`config.mk`:
```
export PLATFORM = sky130hd
export DESIGN_NAME = l2recv
export DESIGN_NICKNAME = d
export VERILOG_FILES = /design/src/rtl/l2recv_pkg.sv /design/src/rtl/l2recv_snpq.sv /design/src/rtl/l2recv.sv
export SDC_FILE = /design/constraint.sdc
export NUM_CORES = 1
export LEC_CHECK = 0
export BUFFER_PORTS_ARGS = -buffer_cell sky130_fd_sc_hd__buf_2
export CAP_MARGIN = 30
export CORE_MARGIN = 8
export CORE_UTILIZATION = 62
export CTS_BUF_LIST = sky130_fd_sc_hd__clkbuf_2 sky130_fd_sc_hd__clkbuf_4 sky130_fd_sc_hd__clkbuf_8
export CTS_CLUSTER_SIZE = 16
export DETAILED_ROUTE_END_ITERATION = 8
export GPL_ROUTABILITY_DRIVEN = 0
export GPL_TIMING_DRIVEN = 1
export MAX_ROUTING_LAYER = met4
export PLACE_DENSITY = 0.81
export SLEW_MARGIN = 5
export SYNTH_ARGS = -nofsm -noshare
export SYNTH_HDL_FRONTEND = slang
export SYNTH_SLANG_ARGS = --single-unit
```
`constraint.sdc`:
```
create_clock -name clk -period 41.8 [get_ports clk]
set_input_delay 8.36 -clock clk [delete_from_list [all_inputs] [get_ports clk]]
set_output_delay 8.36 -clock clk [all_outputs]
set_load 0.01 [all_outputs]
```
`src/rtl/l2recv_pkg.sv`:
```
// Shared bus definitions: command codes, agent IDs, slot geometry and the
// small types the L2 receive block passes between its files.
package l2recv_pkg;

    localparam int SLOT_LEN = 8;
    localparam int SLOT_W   = $clog2(SLOT_LEN);

    localparam logic [2:0] CMD_IDLE    = 3'd0;
    localparam logic [2:0] CMD_BUSRD   = 3'd1;
    localparam logic [2:0] CMD_BUSRDX  = 3'd2;
    localparam logic [2:0] CMD_BUSUPGR = 3'd3;
    localparam logic [2:0] CMD_FLUSH   = 3'd4;
    localparam logic [2:0] CMD_WRBACK  = 3'd5;

    localparam logic [1:0] BUSID_CPU0 = 2'd0;
    localparam logic [1:0] BUSID_CPU1 = 2'd1;
    localparam logic [1:0] BUSID_L2   = 2'd2;
    localparam logic [1:0] BUSID_IO   = 2'd3;

    // 34-bit snoop queue payload
    typedef struct packed {
        logic [2:0]  cmd;
        logic [4:0]  tag;
        logic [31:6] addr;
    } snoop_t;

    typedef enum logic {
        FILL_FREE  = 1'b0,
        FILL_DRAIN = 1'b1
    } fill_state_e;

    function automatic logic is_snoop_cmd(input logic [2:0] cmd);
        return (cmd == CMD_BUSRD) || (cmd == CMD_BUSRDX) ||
               (cmd == CMD_BUSUPGR) || (cmd == CMD_FLUSH);
    endfunction

endpackage

```
`src/rtl/l2recv_snpq.sv`:
```
// Two-entry snoop request FIFO between the bus receiver and l2tag.
// Push is ignored when full and pop when empty, so callers may be loose.
module l2recv_snpq
    import l2recv_pkg::*;
(
    input  logic   clk,
    input  logic   rst,
    input  logic   push,
    input  snoop_t push_data,
    input  logic   pop,
    output snoop_t head,
    output logic   valid,
    output logic   full
);

    snoop_t     mem [2];
    logic       wr_ptr;
    logic       rd_ptr;
    logic [1:0] count;
    logic       do_push;
    logic       do_pop;

    assign valid   = (count != 2'd0);
    assign full    = (count == 2'd2);
    assign do_push = push & ~full;
    assign do_pop  = pop & valid;
    assign head    = mem[rd_ptr];

    always_ff @(posedge clk) begin
        if (rst) begin
            wr_ptr <= 1'b0;
            rd_ptr <= 1'b0;
            count  <= 2'd0;
        end else begin
            if (do_push) wr_ptr <= ~wr_ptr;
            if (do_pop)  rd_ptr <= ~rd_ptr;
            case ({do_push, do_pop})
                2'b10:   count <= count + 2'd1;
                2'b01:   count <= count - 2'd1;
                default: count <= count;
            endcase
        end
    end

    always_ff @(posedge clk) begin
        if (do_push) mem[wr_ptr] <= push_data;
    end

endmodule

```
`src/rtl/l2recv.sv`:
```
// L2 bus receiver: captures own FLUSH fills into a staged line buffer and
// streams them to l2data; queues foreign coherent commands for l2tag.
// Optional build macro L2RECV_STATS_EN adds a saturating nack counter port.
//
// state      | meaning
// FILL_FREE  | line buffer empty, next own fill may commit
// FILL_DRAIN | committed line streaming to l2data, beat drain_idx on output
module l2recv
    import l2recv_pkg::*;
#(
    parameter logic [1:0] BUSID = BUSID_L2
)(
    input  logic        clk,
    input  logic        rst,
    input  logic        bus_valid,
    input  logic [2:0]  bus_cmd,
    input  logic [4:0]  bus_tag,
    input  logic [31:6] bus_addr,
    input  logic [63:0] bus_data,
    input  logic        bus_nack,
    output logic        l2recv_bus_nack,
    output logic        l2recv_fill_valid,
    output logic [2:0]  l2recv_fill_tag,
    output logic [31:6] l2recv_fill_addr,
    output logic [63:0] l2recv_fill_data,
    output logic        l2recv_fill_last,
    input  logic        l2data_fill_ready,
    output logic        l2recv_snoop_valid,
    output logic [2:0]  l2recv_snoop_cmd,
    output logic [4:0]  l2recv_snoop_tag,
    output logic [31:6] l2recv_snoop_addr,
    input  logic        l2tag_snoop_ready,
    output logic        l2recv_idle
`ifdef L2RECV_STATS_EN
    ,
    output logic [15:0] l2recv_nack_cnt
`endif
);

    localparam logic [SLOT_W-1:0] LAST_BEAT = SLOT_W'(SLOT_LEN - 1);

    logic [SLOT_W-1:0] slot;
    logic [SLOT_W-1:0] drain_idx;
    fill_state_e       fill_state;

    logic [63:0] cap_data [SLOT_LEN-1];
    logic [2:0]  cap_tag;
    logic [31:6] cap_addr;
    logic [63:0] buf_data [SLOT_LEN];

    logic   slot_commit;
    logic   fill_match;
    logic   snoop_match;
    logic   fill_hs;
    logic   fill_busy;
    logic   fill_commit;
    logic   snoop_push;
    logic   snoop_pop;
    logic   snpq_full;
    logic   snpq_valid;
    snoop_t snpq_head;

    assign slot_commit = (slot == LAST_BEAT);
    assign fill_match  = bus_valid && (bus_cmd == CMD_FLUSH) && (bus_tag[4:3] == BUSID);
    assign snoop_match = bus_valid && (bus_tag[4:3] != BUSID) && is_snoop_cmd(bus_cmd);

    // A drain finishing its last beat this cycle frees the buffer in time
    // for a commit in the same cycle.
    assign fill_hs     = l2recv_fill_valid & l2data_fill_ready;
    assign fill_busy   = (fill_state == FILL_DRAIN) & ~(fill_hs & (drain_idx == LAST_BEAT));
    assign fill_commit = slot_commit & fill_match & ~fill_busy & ~bus_nack;

    assign snoop_push  = slot_commit & snoop_match & ~snpq_full & ~bus_nack;
    assign snoop_pop   = snpq_valid & l2tag_snoop_ready;

    assign l2recv_bus_nack  = slot_commit & ((fill_match & fill_busy) | (snoop_match & snpq_full));
    assign l2recv_fill_data = buf_data[drain_idx];
    assign l2recv_fill_last = l2recv_fill_valid & (drain_idx == LAST_BEAT);
    assign l2recv_idle      = (fill_state == FILL_FREE) & ~snpq_valid;

    always_ff @(posedge clk) begin
        if (rst) begin
            slot              <= '0;
            fill_state        <= FILL_FREE;
            drain_idx         <= '0;
            l2recv_fill_valid <= 1'b0;
        end else begin
            slot <= slot + 1'b1;
            case (fill_state)
                FILL_FREE: begin
                    if (fill_commit) begin
                        fill_state        <= FILL_DRAIN;
                        drain_idx         <= '0;
                        l2recv_fill_valid <= 1'b1;
                    end
                end
                FILL_DRAIN: begin
                    if (fill_commit) begin
                        drain_idx         <= '0;
                        l2recv_fill_valid <= 1'b1;
                    end else if (fill_hs) begin
                        drain_idx <= drain_idx + 1'b1;
                        if (drain_idx == LAST_BEAT) begin
                            fill_state        <= FILL_FREE;
                            l2recv_fill_valid <= 1'b0;
                        end
                    end
                end
                default: fill_state <= FILL_FREE;
            endcase
        end
    end

    // Beats stage separately so a line still draining is never overwritten
    // by a capture that ends up nacked.
    always_ff @(posedge clk) begin
        if (fill_match && !slot_commit) cap_data[slot] <= bus_data;
        if (fill_match && slot == '0) begin
            cap_tag  <= bus_tag[2:0];
            cap_addr <= bus_addr;
        end
        if (fill_commit) begin
            for (int i = 0; i < SLOT_LEN - 1; i++) buf_data[i] <= cap_data[i];
            buf_data[LAST_BEAT] <= bus_data;
            l2recv_fill_tag     <= cap_tag;
            l2recv_fill_addr    <= cap_addr;
        end
    end

    l2recv_snpq u_snpq (
        .clk       (clk),
        .rst       (rst),
        .push      (snoop_push),
        .push_data ('{cmd: bus_cmd, tag: bus_tag, addr: bus_addr}),
        .pop       (snoop_pop),
        .head      (snpq_head),
        .valid     (snpq_valid),
        .full      (snpq_full)
    );

    assign l2recv_snoop_valid = snpq_valid;
    assign l2recv_snoop_cmd   = snpq_head.cmd;
    assign l2recv_snoop_tag   = snpq_head.tag;
    assign l2recv_snoop_addr  = snpq_head.addr;

`ifdef L2RECV_STATS_EN
    always_ff @(posedge clk) begin
        if (rst) begin
            l2recv_nack_cnt <= '0;
        end else if (l2recv_bus_nack && l2recv_nack_cnt != 16'hFFFF) begin
            l2recv_nack_cnt <= l2recv_nack_cnt + 16'd1;
        end
    end
`endif

endmodule

```
==> qor.yml <==
die:
  rows: 90
  ios: 236
  initial_core_util_pct: 62.6
  die_h_um: 262
  dieArea_mm2: 0.0688
  die_w_um: 262
  coreArea_mm2: 0.0601
synthesis:
  ys_types: 32
  yosysMostFrequentCell: "edfxtp_1"
  syn_nets: 1547
  synthTopCellsByArea: "edfxtp_1 (87%), mux4_2 (7.7%), mux2_2 (3.0%), dfxtp_1 (0.85%), buf_6 (0.33%)"
  ys_ff_latch: 1102
  syn_area_per_cell_um2: 26.2
  yosys.area.top_type: "edfxtp_1"
  synth_edf_count: 1086
  netlist.area_leader.share_pct: 86.7
  yosys_warnings: 0
  seq_area_frac_synth_pct: 87.5
  synth_cells: 1437
  async_flop_share_pct: 0
  netlist_area_mm2: 0.0376
  ys_top_cells_by_count: "edfxtp_1 (1086), mux4_2 (128), mux2_2 (99)"
  synth_flop_cell: "edfxtp_1"
timing:
  tightest_slew_ns: 1.13
  setup_viol: 0
  finalHoldViolCount: 0
  clock_skew_ns: 0.0356
  fin_crit_sh_pct: 43.0
  maxSlewViolCount: 0
  period_needed_ns: 17.96
  finalSetupTns_ns: 0
  grt_setup_unrepaired: "false"
  slew_headroom_pct: 25.0
  fmax_ghz: 0.0557
clock_network:
  cts_resized: 0
  clkTransAtPathRegs_ns: 0.07
  cts-root-buf: "clkbuf_8"
  tritoncts: "built"
  h-tree-depth: 4
  post-cts-setup-buffers: 0
  cts_buffer_depth: 3
  cts_hold_buf: 0
  numCtsBuffers: 161
  clock_latency_ns: 0.79
  cts.sinks: 1102
power:
  power_frac_clock_pct: 40.2
  p_sw_w: 0.000389
  switching_share_pct: 19.1
  power_density_mw_per_mm2: 47.4
  p_int_w: 0.00165
  p_leak_nw: 13.8
  combPwrFrac_pct: 0.7
  vdd_drop_max_mv: 0.0274
  seqPwrFrac_pct: 59.1
drt:
  drc: 0
  viasPerCell: 5.70
  drt.antenna.violating_nets: 0
  vias: 15614
  wl_per_cell_um: 24.7
  dr.pass1.iters: 5
  wirelength_mm: 67.6
  drtIter0Drc: 1200
status:
  status: "finished clean"
layout:
  drive_above_1_share_pct: 38.7
  stdcell_count: 2740
  final_util_pct: 71.6
  area_growth_pct: 14.4
  fillers: 3331
  nets: 1934
setup_path:
  worstPathRequired_ns: 33.44
  critical_path_peak_fanout: 6
  arrival_ns: 9.60
  crit_path_start_kind: "input pin"
  cp-end-kind: "output port"
  critical_path_class: "input pin to output port"
placement:
  place_inst: 2442
  port_buffers: 235
  hpwl_mm: 37.0
flow_run:
  maxCapViolCount: 0
global_route:
  grt_pass1_vias: 16472
  antenna_found_initial: 12
  grt_pass1_wl_mm: 99.9
  grt.overflow.total: 0
  grt.total_usage_pct: 20.1
  grt_max_degree: 201
hold_path:
  min_path_type: "register to register"
## worst paths after layout
kind / slack [ns] / depth (start not counted) / end / startpoint
setup / recovery: 23.84 / 6 / l2recv_bus_nack / bus_tag[3]
hold / removal: 0.39 / 0 / l2recv_fill_addr[26]$_DFFE_PP_ / cap_addr[26]$_DFFE_PP_
setup reg to reg: 37.57 / 7 / buf_data[1][5]$_DFFE_PP_ / slot[0]$_SDFF_PP0_
hold reg to reg: 0.39 / 0 / l2recv_fill_addr[26]$_DFFE_PP_ / cap_addr[26]$_DFFE_PP_
## worst max-delay path: stages
cell      delay [ns]
buf_2           0.11
nand2b_1        0.22
nor4_4          0.37
nand3_1         0.13
a21boi_0        0.23
buf_2           0.18
## cell usage in the layout, fill, tap and decap left out, drive strengths merged, types with 6 or more instances in the layout
cell type,n
buf,264
clkbuf,221
clkinv,48
clkinvlp,8
dfxtp,16
diode,12
edfxtp,1086
ha,6
inv,7
mux2,99
mux4,128
nor2,15
nor2b,6
## power by group through the flow
stage	sequential, W	clock [W]	combinational (W)
3_5_place_dp	0.00123	0	0.0000141
5_1_grt	0.00121	0.000884	0.0000156
2_1_floorplan	0.00123	0	0.00000153
4_1_cts	0.00121	0.000838	0.0000142
6_report	0.00121	0.000820	0.0000143
3_3_place_gp	0.00123	0	0.0000125
## cells by family after synthesis
| group | after synthesis | share of synthesized area, % |
|---|---|---|
| compound gates | 7 | 0.120 |
| simple gates | 45 | 0.662 |
| fa+ha+maj | 6 | 0.200 |
| flops | 1102 | 87.5 |
| mux | 229 | 10.7 |
| xor+xnor | 5 | 0.116 |
| buf+inv | 43 | 0.692 |
## flip-flops by register name (all words and copies together) (netlist names), named ones only
register	cells
buf_data	512
u_snpq.rd_ptr	1
cap_tag	3
drain_idx	3
fill_state	1
u_snpq.mem	68
u_snpq.wr_ptr	1
u_snpq.count	2
slot	3
cap_addr	26
l2recv_fill_valid	1
l2recv_fill_tag	3
l2recv_fill_addr	26
cap_data	448
## area by class of cell
cell class | instances | area [µm²] | share of cell area (%)
Sequential cell | 1102 | 32900 | 76.5
Multi-Input combinational cell | 292 | 4490 | 10.4
Clock buffer | 221 | 2700 | 6.27
Timing Repair Buffer | 264 | 1490 | 3.46
Tap cell | 782 | 978 | 2.27
Clock inverter | 64 | 413 | 0.959
Antenna cell | 12 | 30.0 | 0.0697
Inverter | 3 | 11.3 | 0.0262
## metal layers
metal	wire, µm	global-route usage [%]	up-vias
met1	25700	23.7	8105
met5	0	-	-
li1	-	-	6846
met3	4290	4.95	112
met4	1460	7.24	0
met2	36200	34.0	551
## stage by stage
step / setup WS (ns) / area (µm²) / power, W / hold WS, ns
after floorplan: 5.24 / 37600 / 0.00123 / 0.400
after global placement: 23.95 / 39800 / 0.00124 / 0.400
after detailed placement: 23.86 / 39900 / 0.00124 / 0.405
after CTS: 23.85 / 43000 / 0.00206 / 0.387
after global routing: 23.74 / 43100 / 0.00211 / 0.399
final: 23.84 / 43100 / 0.00204 / 0.390
No activity file was read; power rests on OpenSTA's default activity.
